<file path="src/rtl/kianv_bus_pkg.sv">
// kianv_bus_pkg: shared widths, router FSM states and KianV SoC address map constants.
package kianv_bus_pkg;

    localparam int ADDR_W = 32;
    localparam int DATA_W = 32;
    localparam int STRB_W = 4;
    localparam int FCNT_W = 16;

    localparam logic [1:0] ST_IDLE = 2'd0;
    localparam logic [1:0] ST_BUSY = 2'd1;
    localparam logic [1:0] ST_RESP = 2'd2;

    localparam logic [ADDR_W-1:0] BRAM_BASE     = 32'h0000_0000;
    localparam logic [ADDR_W-1:0] CLINT_BASE    = 32'h0200_0000;
    localparam logic [ADDR_W-1:0] UART_TX_ADDR  = 32'h1000_0000;
    localparam logic [ADDR_W-1:0] UART_RX_ADDR  = 32'h1000_0000;
    localparam logic [ADDR_W-1:0] UART_LSR_ADDR = 32'h1000_0005;
    localparam logic [ADDR_W-1:0] LED_ADDR      = 32'h1200_0000;
    localparam logic [ADDR_W-1:0] SPI_NOR_BASE  = 32'h2000_0000;
    localparam logic [ADDR_W-1:0] SDRAM_BASE    = 32'h8000_0000;

    function automatic int idx_width(input int n);
        return (n > 1) ? $clog2(n) : 1;
    endfunction

endpackage

</file>
<file path="src/rtl/kianv_addr_match.sv">
// kianv_addr_match: combinational base/mask decode, lowest index wins, with read-only check.
module kianv_addr_match
    import kianv_bus_pkg::*;
#(
    parameter int                       NUM_SLAVES = 8,
    parameter int                       SEL_W      = 3,
    parameter logic [32*NUM_SLAVES-1:0] SLV_BASE   = '0,
    parameter logic [32*NUM_SLAVES-1:0] SLV_MASK   = '0,
    parameter logic [NUM_SLAVES-1:0]    SLV_RO     = '0
) (
    input  logic [ADDR_W-1:0] addr_i,
    input  logic [STRB_W-1:0] wstrb_i,
    output logic              hit_o,
    output logic [SEL_W-1:0]  sel_o,
    output logic              ro_violation_o
);

    logic ro;

    // Scanning downwards lets the lowest matching index overwrite the others.
    always_comb begin
        hit_o = 1'b0;
        sel_o = '0;
        ro    = 1'b0;
        for (int i = NUM_SLAVES - 1; i >= 0; i--) begin
            if ((addr_i & SLV_MASK[32*i +: 32]) == SLV_BASE[32*i +: 32]) begin
                hit_o = 1'b1;
                sel_o = SEL_W'(i);
                ro    = SLV_RO[i];
            end
        end
        ro_violation_o = hit_o && ro && |wstrb_i;
    end

endmodule

</file>
<file path="src/rtl/kianv_mmio_router.sv">
// kianv_mmio_router: registered valid/ready router from the KianV core to N MMIO slaves with timeout and fault capture.
module kianv_mmio_router
    import kianv_bus_pkg::*;
#(
    parameter int                       NUM_SLAVES     = 8,
    parameter logic [32*NUM_SLAVES-1:0] SLV_BASE       = '0,
    parameter logic [32*NUM_SLAVES-1:0] SLV_MASK       = '0,
    parameter logic [NUM_SLAVES-1:0]    SLV_RO         = '0,
    parameter int                       TIMEOUT_CYCLES = 1024,
    parameter logic [DATA_W-1:0]        FAULT_RDATA    = 32'h0
) (
    input  logic                         clk_i,
    input  logic                         resetn_i,
    input  logic                         cpu_valid_i,
    input  logic [ADDR_W-1:0]            cpu_addr_i,
    input  logic [STRB_W-1:0]            cpu_wstrb_i,
    input  logic [DATA_W-1:0]            cpu_wdata_i,
    output logic                         cpu_ready_o,
    output logic [DATA_W-1:0]            cpu_rdata_o,
    output logic                         cpu_fault_o,
    output logic [NUM_SLAVES-1:0]        slv_valid_o,
    output logic [ADDR_W-1:0]            slv_addr_o,
    output logic [STRB_W-1:0]            slv_wstrb_o,
    output logic [DATA_W-1:0]            slv_wdata_o,
    input  logic [NUM_SLAVES-1:0]        slv_ready_i,
    input  logic [DATA_W*NUM_SLAVES-1:0] slv_rdata_i,
    output logic [ADDR_W-1:0]            fault_addr_o,
    output logic [FCNT_W-1:0]            fault_count_o
);

    localparam int SEL_W = idx_width(NUM_SLAVES);
    localparam int TMO_W = idx_width(TIMEOUT_CYCLES + 1);

    logic [1:0]            state_q, state_d;
    logic [ADDR_W-1:0]     addr_q, addr_d;
    logic [STRB_W-1:0]     wstrb_q, wstrb_d;
    logic [DATA_W-1:0]     wdata_q, wdata_d;
    logic [SEL_W-1:0]      sel_q, sel_d;
    logic [NUM_SLAVES-1:0] slv_valid_q, slv_valid_d;
    logic [TMO_W-1:0]      tmo_q, tmo_d;
    logic [DATA_W-1:0]     rdata_q, rdata_d;
    logic                  fault_q, fault_d;
    logic [ADDR_W-1:0]     fault_addr_q, fault_addr_d;
    logic [FCNT_W-1:0]     fault_count_q, fault_count_d;
    logic                  hit, ro_viol, log_fault;
    logic [SEL_W-1:0]      sel;

    kianv_addr_match #(
        .NUM_SLAVES(NUM_SLAVES),
        .SEL_W     (SEL_W),
        .SLV_BASE  (SLV_BASE),
        .SLV_MASK  (SLV_MASK),
        .SLV_RO    (SLV_RO)
    ) u_match (
        .addr_i        (cpu_addr_i),
        .wstrb_i       (cpu_wstrb_i),
        .hit_o         (hit),
        .sel_o         (sel),
        .ro_violation_o(ro_viol)
    );

    always_comb begin
        state_d     = state_q;
        addr_d      = addr_q;
        wstrb_d     = wstrb_q;
        wdata_d     = wdata_q;
        sel_d       = sel_q;
        slv_valid_d = slv_valid_q;
        tmo_d       = tmo_q;
        rdata_d     = rdata_q;
        fault_d     = fault_q;
        log_fault   = 1'b0;
        case (state_q)
            ST_IDLE: begin
                if (cpu_valid_i) begin
                    addr_d  = cpu_addr_i;
                    wstrb_d = cpu_wstrb_i;
                    wdata_d = cpu_wdata_i;
                    if (hit && !ro_viol) begin
                        sel_d       = sel;
                        slv_valid_d = NUM_SLAVES'(1) << sel;
                        tmo_d       = '0;
                        state_d     = ST_BUSY;
                    end else begin
                        fault_d   = 1'b1;
                        log_fault = 1'b1;
                        state_d   = ST_RESP;
                    end
                end
            end
            ST_BUSY: begin
                // Ready is checked first so a same-cycle timeout never faults a completed access.
                if (slv_ready_i[sel_q]) begin
                    rdata_d     = slv_rdata_i[32*sel_q +: 32];
                    fault_d     = 1'b0;
                    slv_valid_d = '0;
                    state_d     = ST_RESP;
                end else if (TIMEOUT_CYCLES != 0 && tmo_q == TMO_W'(TIMEOUT_CYCLES - 1)) begin
                    fault_d     = 1'b1;
                    log_fault   = 1'b1;
                    slv_valid_d = '0;
                    state_d     = ST_RESP;
                end else begin
                    tmo_d = tmo_q + 1'b1;
                end
            end
            default: state_d = ST_IDLE;
        endcase
        fault_addr_d  = log_fault ? addr_d : fault_addr_q;
        fault_count_d = (log_fault && fault_count_q != '1) ? fault_count_q + 1'b1 : fault_count_q;
    end

    always_ff @(posedge clk_i) begin
        if (!resetn_i) begin
            state_q       <= ST_IDLE;
            addr_q        <= '0;
            wstrb_q       <= '0;
            wdata_q       <= '0;
            sel_q         <= '0;
            slv_valid_q   <= '0;
            tmo_q         <= '0;
            rdata_q       <= '0;
            fault_q       <= 1'b0;
            fault_addr_q  <= '0;
            fault_count_q <= '0;
        end else begin
            state_q       <= state_d;
            addr_q        <= addr_d;
            wstrb_q       <= wstrb_d;
            wdata_q       <= wdata_d;
            sel_q         <= sel_d;
            slv_valid_q   <= slv_valid_d;
            tmo_q         <= tmo_d;
            rdata_q       <= rdata_d;
            fault_q       <= fault_d;
            fault_addr_q  <= fault_addr_d;
            fault_count_q <= fault_count_d;
        end
    end

    assign cpu_ready_o   = state_q == ST_RESP;
    assign cpu_fault_o   = cpu_ready_o && fault_q;
    assign cpu_rdata_o   = !cpu_ready_o ? '0 : fault_q ? FAULT_RDATA : rdata_q;
    assign slv_valid_o   = slv_valid_q;
    assign slv_addr_o    = addr_q;
    assign slv_wstrb_o   = wstrb_q;
    assign slv_wdata_o   = wdata_q;
    assign fault_addr_o  = fault_addr_q;
    assign fault_count_o = fault_count_q;

endmodule

</file>
<file path="config.mk">
export PLATFORM = sky130hd
export DESIGN_NAME = kianv_mmio_router
export DESIGN_NICKNAME = d
export VERILOG_FILES = /design/src/rtl/kianv_bus_pkg.sv /design/src/rtl/kianv_addr_match.sv /design/src/rtl/kianv_mmio_router.sv
export SDC_FILE = /design/constraint.sdc
export NUM_CORES = 1
export LEC_CHECK = 0
export CAP_MARGIN = 20
export CORE_AREA = 5 5 193 195
export CTS_BUF_LIST = sky130_fd_sc_hd__clkbuf_8
export CTS_CLUSTER_DIAMETER = 60
export DETAILED_ROUTE_END_ITERATION = 12
export DIE_AREA = 0 0 198 200
export GPL_TIMING_DRIVEN = 0
export SYNTH_ARGS = -nofsm -noshare
export SYNTH_HDL_FRONTEND = slang
export SYNTH_HIERARCHICAL = 1
export SYNTH_SLANG_ARGS = --single-unit
</file>
<file path="constraint.sdc">
create_clock -name clk_i -period 2.6 [get_ports clk_i]
set_input_delay 0.52 -clock clk_i [delete_from_list [all_inputs] [get_ports clk_i]]
set_output_delay 0.52 -clock clk_i [all_outputs]
set_load 0.01 [all_outputs]
</file>
==> flow_summary.rst <==
.. list-table::
   :header-rows: 1

   * - Metric
     - Value
   * - Global-route wire length before repair
     - 57.1 mm
   * - Initial antenna violation count
     - 4
   * - Adder-cell area share of the yosys netlist
     - less than 1%
   * - Fraction of registers with async set or reset after synthesis
     - 0%
   * - Type of element capturing the critical path
     - flop
   * - Highest routed layer
     - met4
   * - Power per unit of standard cell area
     - 453 mW/mm^2
   * - Wire length per cell
     - 21.0 um
   * - Max rail drop VDD
     - ~300 uV
   * - Register area
     - between 0.003 and 0.004 sq mm
   * - Sequential-to-total area share from yosys stat
     - around two fifths
   * - Number of core rows
     - between 60 and 70
   * - Number of levels the H-tree was split into
     - 4
   * - Share of cell area taken by muxes after synthesis
     - between 20 and 30%
   * - Combined area of all synthesized cells
     - 0.00869 sq mm
   * - Number of iterations in the first detailed-routing pass
     - 5
   * - Drt initial violations
     - around 340
   * - Total I/O pin count
     - 493
   * - Post-synthesis simple-gate area fraction
     - between 10% and 20%
   * - CTS tree
     - built
   * - Horizontal extent of the die
     - approximately 200 um
   * - Post-synthesis to final-layout area growth
     - 69.1%
   * - Post-DP Area
     - about 0.014 sq mm
   * - Share of the synthesized netlist area taken by xor and xnor gates
     - 0%
   * - Multi-input logic area
     - between 0.004 and 0.005 sq mm
   * - Post-CTS clock slew at the launch and capture registers of the worst setup and hold paths
     - roughly 0.10 ns
   * - Worst hold path type
     - reg -> reg
   * - Number of pins with negative max-slew slack in the final report
     - 0
   * - Start point of the worst min-delay path
     - slv_wdata_o[7]
   * - Via count of the routed design
     - ~8,900
   * - Count of cells along the worst register-to-register path
     - 5
   * - Final period utilization
     - a little over nine tenths
   * - Maximum achievable frequency
     - a little under 400 MHz
   * - Nature of the critical path startpoint
     - flop
   * - Total of buffers placed on input and output ports
     - between 400 and 500
   * - Post-layout minimum cycle time
     - around 2.5 ns
   * - Worst Path Max Fanout
     - 10
   * - CTS Root Buffer Type
     - clkbuf_8
   * - Metal1 wirelength
     - 16.1 mm
   * - Worst setup slack for register-to-register paths
     - between 0.08 and 0.09 ns
   * - Pin count of the biggest net entering global routing
     - 17
   * - Sw power
     - between 0.0015 and 0.002 W
   * - RR Startpoint
     - sel_q[2]
   * - Fraction of layout instances using a drive strength above 1
     - between 10% and 20%
   * - EDFF count, synth
     - 0
   * - Sink count of the clock tree
     - ~170
   * - Main combinational cell family by area after synthesis
     - multiplexers
   * - Max-Slew Margin vs Limit
     - roughly 46%
   * - Combined global-route utilization of all metal layers
     - a little under a fifth
   * - Number of filler instances in the final layout
     - between 3,000 and 4,000
   * - Flip-flop and latch count after synthesis
     - 173
   * - Sequential power share
     - between 40% and 50%
   * - Final wirelength
     - a little under 40 mm
   * - Clock Path Buffers
     - 2
   * - Cell variety after synth
     - 50
   * - Amount of wire on met2 after detailed routing
     - about 20 mm
   * - Worst endpoint data arrival time
     - approximately 2.8 ns
   * - Hpwl dp
     - approximately 33 mm
   * - Maximum Capacitance Violations
     - 0
   * - Clock power share
     - between 30% and 40%
   * - Crit Path Class
     - reg -> reg
   * - Final setup viols
     - 0
   * - Terminus of the critical flop-to-flop path
     - rdata_q[26]
   * - Worst hold endpoint
     - slv_wdata_o[7]
   * - Core Area
     - 0.0352 sq mm
   * - Final net count
     - between 1,500 and 2,000
   * - Post-route total power
     - around 0.0067 W
   * - Total count of hold-check failures in the final report
     - 0
   * - Fraction of power spent switching nets
     - a little over a quarter
   * - Initial cell density of the core
     - 24.7%
   * - Post-route DRC
     - 0
   * - Clock buffers created by TritonCTS
     - 17
   * - Full die area
     - 0.0396 sq mm
   * - Dominant register cell in the synthesized netlist
     - dfxtp_1
   * - Leftover overflow at the end of global routing
     - 0
   * - Pint
     - just under 0.005 W
   * - Outcome
     - finished, final reports clean
   * - Cells after synthesis
     - 885
   * - Worst hold path stage count
     - 2
   * - Number of vias per cell
     - ~4.7
   * - Latest clock arrival within the worst-skew pair
     - approximately 0.46 ns
   * - Fraction of the mapped netlist area in compound gates
     - ~13%
   * - Final design utilization
     - 41.7%
   * - Cell area after layout
     - around 0.015 sq mm
   * - Chip height
     - ~200 um
   * - Total of warnings raised by yosys
     - 6
   * - Layout Skew
     - approximately 0.016 ns
   * - Number of global-route vias before repair
     - 9,333
   * - Routability congestion estimate
     - 0.866
   * - Mapped Avg Cell Area
     - roughly 10 sq um
   * - Combinational share of power
     - about a quarter
   * - Post-route ant nets
     - 0
   * - Met3 Wirelength
     - between 2 and 3 mm
   * - Data required, critical path
     - 2.92 ns
   * - Leakage power total
     - between 5 and 6 nW
   * - Actual transition at the worst max-transition pin
     - roughly 0.8 ns
   * - Worst hold margin
     - 0.457 ns
registers in the layout, indices dropped and copies added (netlist names):
name	cells
fault_addr_o	32
state_q	2
slv_addr_o	32
fault_count_o	16
rdata_q	32
tmo_q	11
fault_q	1
slv_valid_o	8
slv_wdata_o	32
sel_q	3
slv_wstrb_o	4
how the worst max path moves through the flow:
stage                          start               end  depth (start not counted)
global route              state_q[0]   cpu_rdata_o[25]                          7
detailed placement       cpu_valid_i   slv_wdata_o[29]                          7
floorplan           fault_count_o[0]  fault_count_o[7]                          7
global placement          state_q[1]   cpu_rdata_o[22]                          5
finish                      sel_q[2]       rdata_q[26]                          5
CTS                 fault_count_o[0]  fault_count_o[7]                          7
metrics by stage:
| step | TNS [ns] | setup WS [ns] | instances |
|---|---|---|---|
| global route | -0.00298 | -0.00196 | 1879 |
| CTS | 0 | 0.000528 | 1874 |
| global placement | -35.17 | -0.482 | 1841 |
| detailed placement | -37.51 | -0.557 | 1841 |
| floorplan | 0 | 0.507 | 888 |
| finish | 0 | 0.0828 | 1881 |
worst max-delay path: stages (launching register included):
cell and delay, ns:
dfxtp_1 0.52, buf_1 0.54, clkbuf_1 0.63, mux4_2 0.41
mux2i_1 0.18, a211oi_1 0.10
layout make-up:
| class | instances | share of cell area (%) |
|---|---|---|
| repair buffers | 496 | 33.3 |
| plain buffers | 78 | 2.62 |
| clock inverters | 14 | 1.40 |
| diodes | 4 | 0.0682 |
| clock buffers | 18 | 1.69 |
| well taps | 461 | 3.93 |
| inverters | 7 | 0.179 |
| multi-input cells | 630 | 33.2 |
| flip-flops and latches | 173 | 23.6 |
cells in the mapped netlist, types with 4 or more instances:
| library cell | n | share of area (%) |
|---|---|---|
| a211oi_1 | 64 | 5.5 |
| a21oi_1 | 50 | 2.9 |
| a31o_1 | 6 | 0.61 |
| a31oi_1 | 4 | 0.29 |
| and2_1 | 35 | 2.5 |
| and3_1 | 6 | 0.43 |
| buf_1 | 11 | 0.48 |
| buf_2 | 21 | 1.2 |
| buf_4 | 6 | 0.52 |
| clkbuf_1 | 38 | 1.6 |
| dfxtp_1 | 173 | 40 |
| inv_1 | 7 | 0.30 |
| mux2i_1 | 68 | 7.8 |
| mux4_2 | 66 | 17 |
| nand2_1 | 102 | 4.4 |
| nand2b_1 | 6 | 0.43 |
| nand3_1 | 11 | 0.63 |
| nand4_1 | 6 | 0.43 |
| nor2_1 | 109 | 4.7 |
| nor2b_1 | 5 | 0.36 |
| nor3_1 | 8 | 0.46 |
| nor4_1 | 10 | 0.72 |
| o21ai_0 | 6 | 0.35 |
| o21ai_1 | 11 | 0.63 |
| o31ai_1 | 13 | 1.1 |
| or4_1 | 6 | 0.52 |
power groups by stage:
stage | registers, W | logic, W | clock network [W]
2_1_floorplan | 0.00297 | 0.000564 | 0
3_3_place_gp | 0.00292 | 0.00158 | 0
3_5_place_dp | 0.00293 | 0.00159 | 0
4_1_cts | 0.00287 | 0.00161 | 0.00228
5_1_grt | 0.00288 | 0.00171 | 0.00240
6_report | 0.00286 | 0.00159 | 0.00220
what timing repair did:
item,4_1_cts,5_1_grt
gates resized for setup,60,27
pin swaps,0,1
setup endpoints to repair,44,44
hold buffers,0,0
setup buffers,1,3
cells in the final DEF, fill, tap and decap left out, types with 7 or more instances in the layout:
cell             count
buf_4               10
dlygate4sd2_1       10
o21ai_1             11
o31ai_1             13
clkbuf_8            20
nor2_1             109
clkdlybuf4s50_1    460
and2_1              34
clkdlybuf4s15_1      9
inv_1                7
mux2i_1             68
a211oi_1            64
buf_1                8
dfxtp_1            172
clkbuf_2            15
buf_2               22
nor3_1               7
nor4_1              10
a21oi_1             50
mux4_2              66
clkbuf_1            34
nand3_1             11
nand2_1            102
kinds of logic after synthesis:
family | after synthesis
other | 2
AO/OA/AOI/OAI | 165
buffers and inverters | 85
multiplexers | 136
AND/OR/NAND/NOR | 322
flip-flops | 173
adder cells (fa/ha/maj) | 2
per-layer routing:
| metal | vias to the layer above | track usage (%) |
|---|---|---|
| met5 | - | 0 |
| met4 | 0 | 5.97 |
| met3 | 38 | 4.51 |
| met2 | 374 | 33.2 |
| met1 | 4218 | 23.2 |
| li1 | 4275 | - |
No activity file was read; power rests on OpenSTA's default activity.
